$ cat src/rtl/packetizer_serial.sv
// Serial NoC packetizer: latches one payload+destination per handshake and
// streams it out as head/body/tail flits, one per cycle, with back-to-back reload.
module packetizer_serial #(
  parameter int ADDRESS_WIDTH    = 4,
  parameter int VC_ADDRESS_WIDTH = 1,
  parameter int WIDTH_IN         = 36,
  parameter int FLIT_WIDTH       = 16,
  parameter int ASSIGNED_VC      = 0
) (
  input  logic                     clk,
  input  logic                     rst,
  input  logic [WIDTH_IN-1:0]      data_in,
  input  logic                     valid_in,
  input  logic [ADDRESS_WIDTH-1:0] dst_in,
  output logic                     ready_out,
  output logic [FLIT_WIDTH-1:0]    data_out,
  output logic                     valid_out,
  input  logic                     ready_in
);

  // state | meaning
  // IDLE  | no packet held; ready for a new one, outputs zero
  // SEND  | presenting flit flit_cnt of the latched packet
  localparam logic [0:0] IDLE = 1'b0;
  localparam logic [0:0] SEND = 1'b1;

  localparam int HEAD_PAY  = FLIT_WIDTH - 3 - VC_ADDRESS_WIDTH - ADDRESS_WIDTH;
  localparam int BODY_PAY  = FLIT_WIDTH - 3 - VC_ADDRESS_WIDTH;
  localparam int NUM_FLITS = (WIDTH_IN <= HEAD_PAY) ? 1
                           : 1 + (WIDTH_IN - HEAD_PAY + BODY_PAY - 1) / BODY_PAY;
  localparam int CNT_W     = (NUM_FLITS > 1) ? $clog2(NUM_FLITS) : 1;
  // Payload is MSB-aligned in a buffer wide enough that every flit slice is in range.
  localparam int PAD_W     = HEAD_PAY + NUM_FLITS * BODY_PAY;
  localparam int IDX_W     = $clog2(PAD_W);

  localparam logic [CNT_W-1:0]            LAST_CNT = CNT_W'(NUM_FLITS - 1);
  localparam logic [VC_ADDRESS_WIDTH-1:0] VC_VAL   = VC_ADDRESS_WIDTH'(ASSIGNED_VC);

  if (HEAD_PAY < 1) begin : g_bad_cfg
    $error("packetizer_serial: FLIT_WIDTH leaves no room for head payload");
  end

  logic [0:0]               state;
  logic [CNT_W-1:0]         flit_cnt;
  logic [WIDTH_IN-1:0]      data_reg;
  logic [ADDRESS_WIDTH-1:0] dst_reg;

  logic                     is_head;
  logic                     is_tail;
  logic                     tail_accept;
  logic [PAD_W-1:0]         padded;
  logic [IDX_W-1:0]         body_lsb;
  logic [FLIT_WIDTH-1:0]    flit;

  assign is_head     = (flit_cnt == '0);
  assign is_tail     = (flit_cnt == LAST_CNT);
  assign tail_accept = (state == SEND) && ready_in && is_tail;

  assign ready_out = (state == IDLE) || tail_accept;
  assign valid_out = (state == SEND);
  assign data_out  = flit;

  always_comb begin
    padded = '0;
    padded[PAD_W-1 -: WIDTH_IN] = data_reg;
    body_lsb = '0;
    if (!is_head) begin
      body_lsb = IDX_W'(PAD_W - HEAD_PAY - int'(flit_cnt) * BODY_PAY);
    end
  end

  always_comb begin
    flit = '0;
    if (state == SEND) begin
      flit[FLIT_WIDTH-1] = 1'b1;
      flit[FLIT_WIDTH-2] = is_head;
      flit[FLIT_WIDTH-3] = is_tail;
      flit[FLIT_WIDTH-4 -: VC_ADDRESS_WIDTH] = VC_VAL;
      if (is_head) begin
        flit[FLIT_WIDTH-4-VC_ADDRESS_WIDTH -: ADDRESS_WIDTH] = dst_reg;
        flit[HEAD_PAY-1:0] = padded[PAD_W-1 -: HEAD_PAY];
      end else begin
        flit[BODY_PAY-1:0] = padded[body_lsb +: BODY_PAY];
      end
    end
  end

  always_ff @(posedge clk) begin
    if (rst) begin
      state    <= IDLE;
      flit_cnt <= '0;
      data_reg <= '0;
      dst_reg  <= '0;
    end else begin
      case (state)
        IDLE: begin
          if (valid_in) begin
            data_reg <= data_in;
            dst_reg  <= dst_in;
            flit_cnt <= '0;
            state    <= SEND;
          end
        end
        SEND: begin
          if (ready_in) begin
            if (!is_tail) begin
              flit_cnt <= flit_cnt + 1'b1;
            end else if (valid_in) begin
              // Reload on tail acceptance so packets run back-to-back.
              data_reg <= data_in;
              dst_reg  <= dst_in;
              flit_cnt <= '0;
            end else begin
              state    <= IDLE;
              flit_cnt <= '0;
            end
          end
        end
        default: begin
          state    <= IDLE;
          flit_cnt <= '0;
        end
      endcase
    end
  end

endmodule

$ cat config.mk
export PLATFORM = sky130hd
export DESIGN_NAME = packetizer_serial
export DESIGN_NICKNAME = d
export VERILOG_FILES = /design/src/rtl/packetizer_serial.sv
export SDC_FILE = /design/constraint.sdc
export NUM_CORES = 1
export LEC_CHECK = 0
export CAP_MARGIN = 20
export CORE_MARGIN = 10
export CORE_UTILIZATION = 53
export CTS_BUF_LIST = sky130_fd_sc_hd__clkbuf_8 sky130_fd_sc_hd__clkbuf_16
export DETAILED_ROUTE_END_ITERATION = 16
export GPL_ROUTABILITY_DRIVEN = 0
export MAX_ROUTING_LAYER = met4
export PLACE_DENSITY = 0.87
export SYNTH_ARGS = -nofsm -noshare
export SYNTH_HDL_FRONTEND = slang
export SYNTH_SLANG_ARGS = --single-unit
$ cat constraint.sdc
create_clock -name clk -period 4.4 [get_ports clk]
set_input_delay 1.32 -clock clk [delete_from_list [all_inputs] [get_ports clk]]
set_output_delay 1.32 -clock clk [all_outputs]
set_load 0.005 [all_outputs]
==> summary.txt, run 1 <==
Diode count: 0
Clock-pin slew on the worst setup and hold paths: 0.07 ns
# IOs: 62
Largest net degree at the start of global routing: 44
Setup crit end kind: output pin
RSZ-0062 raised after global routing: false
Util after Layout: 67.7%
CTS tree: built
Critical Path AT: 2.90 ns
First-pass GRT wire length: 12.6 mm
Clock Skew: 0.00345 ns
Crit path kind: reg -> out
Post-synthesis cell count: 353
Startpoint Class: flip-flop
Clock latency on the worst-skew pair: 0.29 ns
Num CTS Buffers: 5
Synth Warn #: 0
Post-Layout Cell Count: 470
Design Area, Final: 3420 um2
Crit path max fanout: 16
Worst hold path type: reg -> reg
Most frequent cells in the layout: nand2_1 (99), clkdlybuf4s50_1 (60), a21oi_1 (51)
# H-tree levels: 2
Routed vias: 2780
Commonest non-fill, non-tap cell in the layout: nand2_1
Sink Count: 43
Post-route ant nets: 0
Initial Util: 54.2%
Synth top area cells: dfxtp_1 (32%), nand2_1 (14%), a21oi_1 (9.5%)
Number of vias per cell: 5.91
Die Y: 91.8 um
Final Cycle Share: 95.8%
Root Buffer: clkbuf_8
Full die area: 8430 um2
WL/cell: 16.3 um
# rows: 26
Postcts setup bufs: 0
P_leak: 0.00120 uW
Final net count: 447
Mean Syn Cell Area: 7.74 um2
Total track usage: 18.3%
F_max: 237 MHz
Vias in the first global route: 2650
Die Width: 91.8 um
Synth-to-layout area growth: 25.1%
Total power: 857 uW
Synth Register Bits: 43
Core area: 5040 um2
Initial antenna violation count: 0
Top cell type's share of synthesized area: 31.5%
WP data required: 3.08 ns
Share of cells above drive strength 1: 9.75%
Post-synthesis net count: 401
Seq/Total Area, Yosys: 31.5%
Max FFs per register: 36
Setup-failing EPs final: 0
# DRC: 0
Post-CTS Hold Buffers: 0
Final Max Tran Viols: 0
Status: finished, final reports clean
Routed WL: 7.67 mm
Synth cell types: 44
First DRT Iteration DRCs: 369
Clock period minus worst slack: 4.22 ns
Post-DP HPWL: 5.66 mm
Mapped Area: 2730 um2
Area after DPL: 3330 um2
Dpl cells: 462
Leading area contributor after synthesis: dfxtp_1
Worst vdd ir: 198 uV
Hold Violations, Final: 0
P per Cell Area: 251 nW/um2
Rel. slew slack: 50.7%
CTS Buffer Depth: 2
Worst slew pin tran: 0.739 ns
TritonRoute pass-1 iters: 6
Max-cap viol count: 0
GR Overflow Total: 0
Total negative setup slack: 0 ns
Port buffer count: 60
## Yosys cell counts, drive strengths merged
library cell  count
a41oi             1
inv               5
o31ai             1
o311ai            1
conb              1
clkbuf           19
ha                4
o22ai             1
buf              15
a32oi             5
or2               1
nand3             6
o221a             3
a21oi            52
o21ai            19
a221oi            2
mux2i            26
o211ai            2
mux2              3
dfxtp            43
o2111ai           2
o211a             1
nor2b             6
a22oi             3
mux4              6
nand2            99
nor2              9
clkinv            1
and2              3
xnor2             1
a211o             2
o221ai            1
a21boi            3
a31oi             5
nor3              1
## timing repair
action	CTS	global route
hold endpoints to repair	0	0
gates resized for setup	0	2
setup endpoints to repair	0	2
## power by group
| group | switching [uW] | internal [uW] | leakage [uW] |
|---|---|---|---|
| Clock | 124 | 107 | 0.0000505 |
| Combinational | 90.6 | 97.7 | 0.000795 |
| Sequential | 26.5 | 411 | 0.000353 |
| Total | 241 | 615 | 0.00120 |
## per-layer routing
layer  global-route usage (%)  part of all wire, %  vias up
li1                         -                    -     1322
met1                     22.1                   40     1271
met2                     29.6                   49      154
met3                     3.91                  8.7       33
met4                     6.68                  2.8        0
met5                        -                    0        -
## metrics by stage
stage	hold WS, ns	worst slack (ns)
after floorplan	0.433	1.05
after global placement	0.442	0.511
after detailed placement	0.445	0.496
after CTS	0.456	0.206
after global routing	0.497	0.0573
final	0.458	0.184
## final timing paths
path / start / endpoint / slack [ns] / cells after the start
worst max-delay path: flit_cnt[1]$_SDFFE_PP0P_ / data_out[3] / 0.18 / 9
worst min-delay path: dst_reg[0]$_SDFFE_PP0P_ / dst_reg[0]$_SDFFE_PP0P_ / 0.46 / 2
worst max register to register: flit_cnt[0]$_SDFFE_PP0P_ / data_reg[5]$_SDFFE_PP0P_ / 2.53 / 7
worst min register to register: dst_reg[0]$_SDFFE_PP0P_ / dst_reg[0]$_SDFFE_PP0P_ / 0.46 / 2
## logic make-up after synthesis
group | count (synthesis) | synth area share, %
AND/OR/NAND/NOR | 125 | 19.0
AO/OA/AOI/OAI | 104 | 23.4
flip-flops | 43 | 31.5
buffers and inverters | 40 | 7.88
multiplexers | 35 | 15.7
adder cells (fa/ha/maj) | 4 | 1.83
other | 1 | 0.137
XOR/XNOR | 1 | 0.596
## cell type report
cell class	instances	area [um2]
clock buffers	5	68.8
well taps	70	87.6
clock inverters	3	12.5
inverters	6	22.5
flip-flops and latches	43	861
repair buffers	73	702
fillers	422	1630
multi-input cells	270	1660
## worst max-delay path: stages (launching register included)
cell,delay (ns)
dfxtp_1,0.41
inv_1,0.09
ha_1,0.33
xnor2_2,0.17
nor2_4,0.38
buf_4,0.22
mux4_2,0.18
nand2_1,0.06
a31oi_1,0.23
clkdlybuf4s50_1,0.55
Power figures use the tool's default switching activity.
==> run 2, diff against run 1 <==
- CORE_ASPECT_RATIO: unset -> 2
==> run 2 against run 1 <==
Flip-flop and latch count is the same. Clock-buffer cell count increased by 1. Non-clock buffer count fell by 1. Power grew 11%. Die area is 2.1% higher. Critical path type unchanged. Critical endpoint is now data_out[5]. Highest routed layer unchanged.
==> summary.txt, run 2 (synthesized netlist as in run 1, its figures left out) <==
Status: finished, final reports clean
Root Buffer: clkbuf_8
Delay-heaviest family, CP: buffers and inverters
Initial Util: 53.6% (-0.53 points)
Hold Violations, Final: 0 (unchanged)
Post-CTS Hold Buffers: 0 (unchanged)
Startpoint Class: flip-flop
Num CTS Buffers: 5 (unchanged)
Worst vdd ir: 398 uV (+100%)
Worst hold path type: reg -> reg
# IOs: 62 (unchanged)
Area after DPL: 3310 um2 (-0.68%)
Core area: 5090 um2 (+0.99%)
Bufs and invs on worst path: 3 (unchanged)
Util after Layout: 67.5% (-0.27 points)
Clock-pin slew on the worst setup and hold paths: 0.09 ns (+0.02 ns)
CTS tree: built
Die Width: 70.8 um (-23%)
Most frequent cells in the layout: nand2_1 (99), clkdlybuf4s50_1 (60), a21oi_1 (51)
GR Overflow Total: 0 (unchanged)
Die Y: 122 um (+32%)
CTS Buffer Depth: 2 (unchanged)
Diode count: 0 (unchanged)
# rows: 37 (+42%)
Routed WL: 8.14 mm (+6.1%)
# DRC: 0 (unchanged)
Final Max Tran Viols: 0 (unchanged)
Worst-path cell chain: buf_6 -> ha_1 -> nor2b_1 -> buf_4 -> o221a_2 -> o221ai_1 -> a31oi_1 -> clkdlybuf4s50_1
Setup-failing EPs final: 0 (unchanged)
Commonest non-fill, non-tap cell in the layout: nand2_1
Design Area, Final: 3440 um2 (+0.59%)
Share of cells above drive strength 1: 10.3% (+0.50 points)
Critical Path AT: 2.89 ns (about the same)
Synth-to-layout area growth: 25.8%
P per Cell Area: 277 nW/um2 (+10%)
Routed vias: 2790 (+0.36%)
Sink Count: 43 (unchanged)
Setup crit end kind: output pin
Final net count: 447 (unchanged)
Worst stage delay on the critical path: 0.54 ns (about the same)
Total track usage: 18.7% (+0.42 points)
Clock period minus worst slack: 4.21 ns (-0.00453 ns)
Post-route ant nets: 0 (unchanged)
Worst slew pin tran: 0.737 ns (-0.00243 ns)
Vias in the first global route: 2687 (+1.4%)
Max FFs per register: 36 (unchanged)
Initial antenna violation count: 0 (unchanged)
TritonRoute pass-1 iters: 5 (-1)
Number of vias per cell: 6.09 (+3.0%)
F_max: 237 MHz (+0.11%)
Largest net degree at the start of global routing: 44 (unchanged)
Crit path kind: reg -> out
Total negative setup slack: 0 ns (unchanged)
RSZ-0062 raised after global routing: false
Crit path max fanout: 37 (+21)
Final Cycle Share: 95.7% (-0.10 points)
Post-DP HPWL: 6.07 mm (+7.3%)
Full die area: 8600 um2 (+2.1%)
P_leak: 0.00121 uW (+0.53%)
WL/cell: 17.8 um (+8.9%)
Clock Skew: 0.0130 ns (+0.00958 ns)
Rel. slew slack: 50.8% (+0.16 points)
First-pass GRT wire length: 12.9 mm (+2.3%)
Port buffer count: 60 (unchanged)
Clock latency on the worst-skew pair: 0.31 ns (+0.02 ns)
WP data required: 3.08 ns (about the same)
First DRT Iteration DRCs: 271 (-27%)
Slowest CP cell: clkdlybuf4s50_1
Max-cap viol count: 0 (unchanged)
Fillcell total: 422 (unchanged)
# H-tree levels: 2 (unchanged)
## run 2: cell types whose count changed in the layout (fill, tap and decap cells not counted), sizes merged
cell	before	now
bufinv	0	1
clkbuf	5	6
buf	13	12
nor2	9	10
inv	7	5
## run 2: area by class of cell
| cell class | instances | area [um2] | share of cell area (%) |
|---|---|---|---|
| clock inverters | 2 | 35.0 | 1.02 |
| flip-flops and latches | 43 | 861 | 25.1 |
| well taps | 58 | 72.6 | 2.11 |
| multi-input cells | 271 | 1670 | 48.5 |
| clock buffers | 6 | 82.6 | 2.40 |
| inverters | 6 | 22.5 | 0.655 |
| repair buffers | 72 | 694 | 20.2 |
## run 2: worst reg2reg max path, stage by stage, from the launching register on
cell	delay [ns]
dfxtp_1	0.36
buf_6	0.33
ha_1	0.26
nand2_1	0.09
a21oi_2	0.58
buf_4	0.37
nand2_1	0.09
a21oi_1	0.14
## run 2: metrics by stage
stage	std cells	total power (uW)	setup WS [ns]	hold WS, ns
floorplan	353	551	1.05	0.433
global placement	449	627	0.516	0.441
finish	458	950	0.188	0.461
global route	458	983	0.0108	0.472
detailed placement	449	633	0.473	0.453
CTS	457	947	0.130	0.463
## run 2: timing repair
action                     4_1_cts  5_1_grt
resized for setup                0        2
buffers inserted                 0        0
setup endpoints to repair        0        8
## run 2: worst paths after layout
check | start | end | slack [ns] | depth (start not counted)
max | flit_cnt[0]$_SDFFE_PP0P_ | data_out[5] | 0.19 | 8
min | dst_reg[3]$_SDFFE_PP0P_ | dst_reg[3]$_SDFFE_PP0P_ | 0.46 | 2
max reg2reg | flit_cnt[0]$_SDFFE_PP0P_ | data_reg[6]$_SDFFE_PP0P_ | 2.10 | 7
min reg2reg | dst_reg[3]$_SDFFE_PP0P_ | dst_reg[3]$_SDFFE_PP0P_ | 0.46 | 2
## run 2: power breakdown
group | switching, uW | internal [uW] | total (uW)
clock network | 138 | 184 | 321
registers | 28.2 | 411 | 439
logic | 92.2 | 97.7 | 190
total | 258 | 692 | 950
## run 2: routing by layer
metal / share of wire [%] / vias up / track usage [%]
li1: - / 1321 / -
met1: 37 / 1292 / 19.0
met2: 52 / 137 / 31.7
met3: 6.0 / 40 / 3.44
met4: 5.2 / 0 / 12.8
met5: 0 / - / -
==> run 3, diff against run 2 <==
- CORE_MARGIN: 10 -> unset
==> run 3 against run 2 <==
Final area down 0.29%. Maximum frequency is 0.29% higher. Combinational power is essentially flat. Sequential share of layout area increased by 0.073 points. Power is 8.7% lower. Global-route usage rose by 11 points. Critical path depth stayed put. Via count down 0.43%. Register-to-register slack got worse by 0.28 ns.
==> summary.txt, run 3 (synthesized netlist as in run 1, its figures left out) <==
Initial Util: 55.6% (+2.0 points)
Setup-failing EPs final: 0 (unchanged)
Port buffer count: 60 (unchanged)
Routed vias: 2778 (-0.43%)
# rows: 36 (-2.7%)
Synth-to-layout area growth: 25.4%
Status: finished, final reports clean
Vias in the first global route: 2566 (-4.5%)
Crit path kind: reg -> out
GR Overflow Total: 0 (unchanged)
Clock period minus worst slack: 4.20 ns (-0.0120 ns)
Worst-path cell chain: inv_1 -> ha_1 -> xnor2_2 -> nor2_2 -> mux2i_1 -> a32oi_1 -> a21oi_1 -> clkdlybuf4s50_1
Placement Setup Slack: 0.429 ns (-0.0440 ns)
WP data required: 3.08 ns (about the same)
Num CTS Buffers: 5 (unchanged)
Worst stage delay on the critical path: 0.51 ns (-0.03 ns)
Clock-pin slew on the worst setup and hold paths: 0.08 ns (about the same)
Critical Path AT: 2.88 ns (about the same)
# DRC: 0 (unchanged)
Commonest non-fill, non-tap cell in the layout: nand2_1
Final net count: 449 (+0.45%)
Final Max Tran Viols: 0 (unchanged)
Initial antenna violation count: 0 (unchanged)
Full die area: 5460 um2 (-36%)
Post-DP HPWL: 5.35 mm (-12%)
CTS Buffer Depth: 2 (unchanged)
Core area: 4910 um2 (-3.6%)
Number of vias per cell: 6.05 (-0.65%)
First-pass GRT wire length: 11.9 mm (-7.7%)
Diode count: 0 (unchanged)
Root Buffer: clkbuf_8
Clock Skew: 0.00745 ns (-0.00557 ns)
RSZ-0062 raised after global routing: false
Largest net degree at the start of global routing: 44 (unchanged)
First DRT Iteration DRCs: 149 (-45%)
Total track usage: 29.3% (+11 points)
TritonRoute pass-1 iters: 7 (+2)
Fillcell total: 404 (-4.3%)
Max-cap viol count: 0 (unchanged)
Setup ws final: 0.200 ns (+0.0120 ns)
# H-tree levels: 2 (unchanged)
Die Width: 52.8 um (-25%)
Slowest CP cell: clkdlybuf4s50_1
Die Y: 104 um (-15%)
Total negative setup slack: 0 ns (unchanged)
Clock latency on the worst-skew pair: 0.29 ns (-0.02 ns)
Worst vdd ir: 216 uV (-46%)
Hold_ws: 0.458 ns (-0.00259 ns)
Hold Violations, Final: 0 (unchanged)
WL/cell: 15.9 um (-11%)
Most frequent cells in the layout: nand2_1 (99), clkdlybuf4s50_1 (60), a21oi_1 (51)
Crit path max fanout: 10 (-73%)
Worst slew pin tran: 0.769 ns (+0.0318 ns)
Rel. slew slack: 48.8% (-2.1 points)
CTS tree: built
Max FFs per register: 36 (unchanged)
F_max: 238 MHz (+0.29%)
# IOs: 62 (unchanged)
Startpoint Class: flip-flop
P_leak: 0.00120 uW (-0.26%)
Routed WL: 7.30 mm (-10%)
Sink Count: 43 (unchanged)
Worst hold path type: reg -> reg
Share of cells above drive strength 1: 10.4% (+0.20 points)
Final Cycle Share: 95.4% (-0.27 points)
Post-CTS Hold Buffers: 0 (unchanged)
Setup crit end kind: output pin
P per Cell Area: 253 nW/um2 (-8.5%)
Post-route ant nets: 0 (unchanged)
[run 3: cell types whose count changed in the layout (fill, tap and decap cells not counted), sizes merged]
cell / previous run / this run
buf: 12 / 14
bufinv: 1 / 0
clkbuf: 6 / 5
clkinvlp: 0 / 1
inv: 5 / 6
[run 3: stage by stage]
stage / power, uW / cells / utilization (%) / area, um2
after global placement: 627 / 449 / 67.5 / 3310
final: 867 / 459 / 69.8 / 3430
after CTS: 868 / 457 / 69.2 / 3400
after floorplan: 551 / 353 / - / 2730
after detailed placement: 632 / 449 / 67.5 / 3310
after global routing: 909 / 459 / 69.8 / 3430
[run 3: power breakdown]
| group | internal [uW] | switching, uW | leakage [uW] |
|---|---|---|---|
| clock network | 109 | 131 | 0.0000453 |
| registers | 411 | 26.6 | 0.000353 |
| logic | 98.4 | 91.6 | 0.000804 |
[run 3: final cells by class]
class                      instances  area (um2)  share of cell area (%)
multi-input combinational        271        1670                    48.7
timing repair buffer              74         718                    21.0
clock buffer                       5        68.8                    2.01
inverter                           6        22.5                   0.657
sequential                        43         861                    25.1
clock inverter                     3        16.3                   0.475
tap                               57        71.3                    2.08
[run 3: layer usage]
| layer | vias up | wire length, um | GRT usage, % |
|---|---|---|---|
| met1 | 1260 | 2570 | 33.1 |
| met3 | 47 | 446 | 4.41 |
| li1 | 1321 | - | - |
| met2 | 150 | 3710 | 45.8 |
| met4 | 0 | 569 | 19.0 |
| met5 | - | 0 | - |
[run 3: final timing paths]
path | startpoint | slack, ns | to | cells past startpoint
hold reg to reg | dst_reg[2]$_SDFFE_PP0P_ | 0.46 | dst_reg[2]$_SDFFE_PP0P_ | 2
hold / removal | dst_reg[2]$_SDFFE_PP0P_ | 0.46 | dst_reg[2]$_SDFFE_PP0P_ | 2
setup / recovery | flit_cnt[1]$_SDFFE_PP0P_ | 0.20 | data_out[1] | 8
setup reg to reg | flit_cnt[0]$_SDFFE_PP0P_ | 1.82 | data_reg[13]$_SDFFE_PP0P_ | 8
[run 3: critical path: cells and delay by family (launching register included)]
family | cells | cell delay [ns]
buffers and inverters | 2 | 0.59
adder cells (fa/ha/maj) | 1 | 0.50
AND/OR/NAND/NOR | 1 | 0.45
flip-flops | 1 | 0.38
multiplexers | 1 | 0.24
AO/OA/AOI/OAI | 2 | 0.24
XOR/XNOR | 1 | 0.18
[run 3: repair_timing]
action,CTS,global route
resized for setup,0,1
setup buffers,0,1
endpoints found under the setup margin,0,10
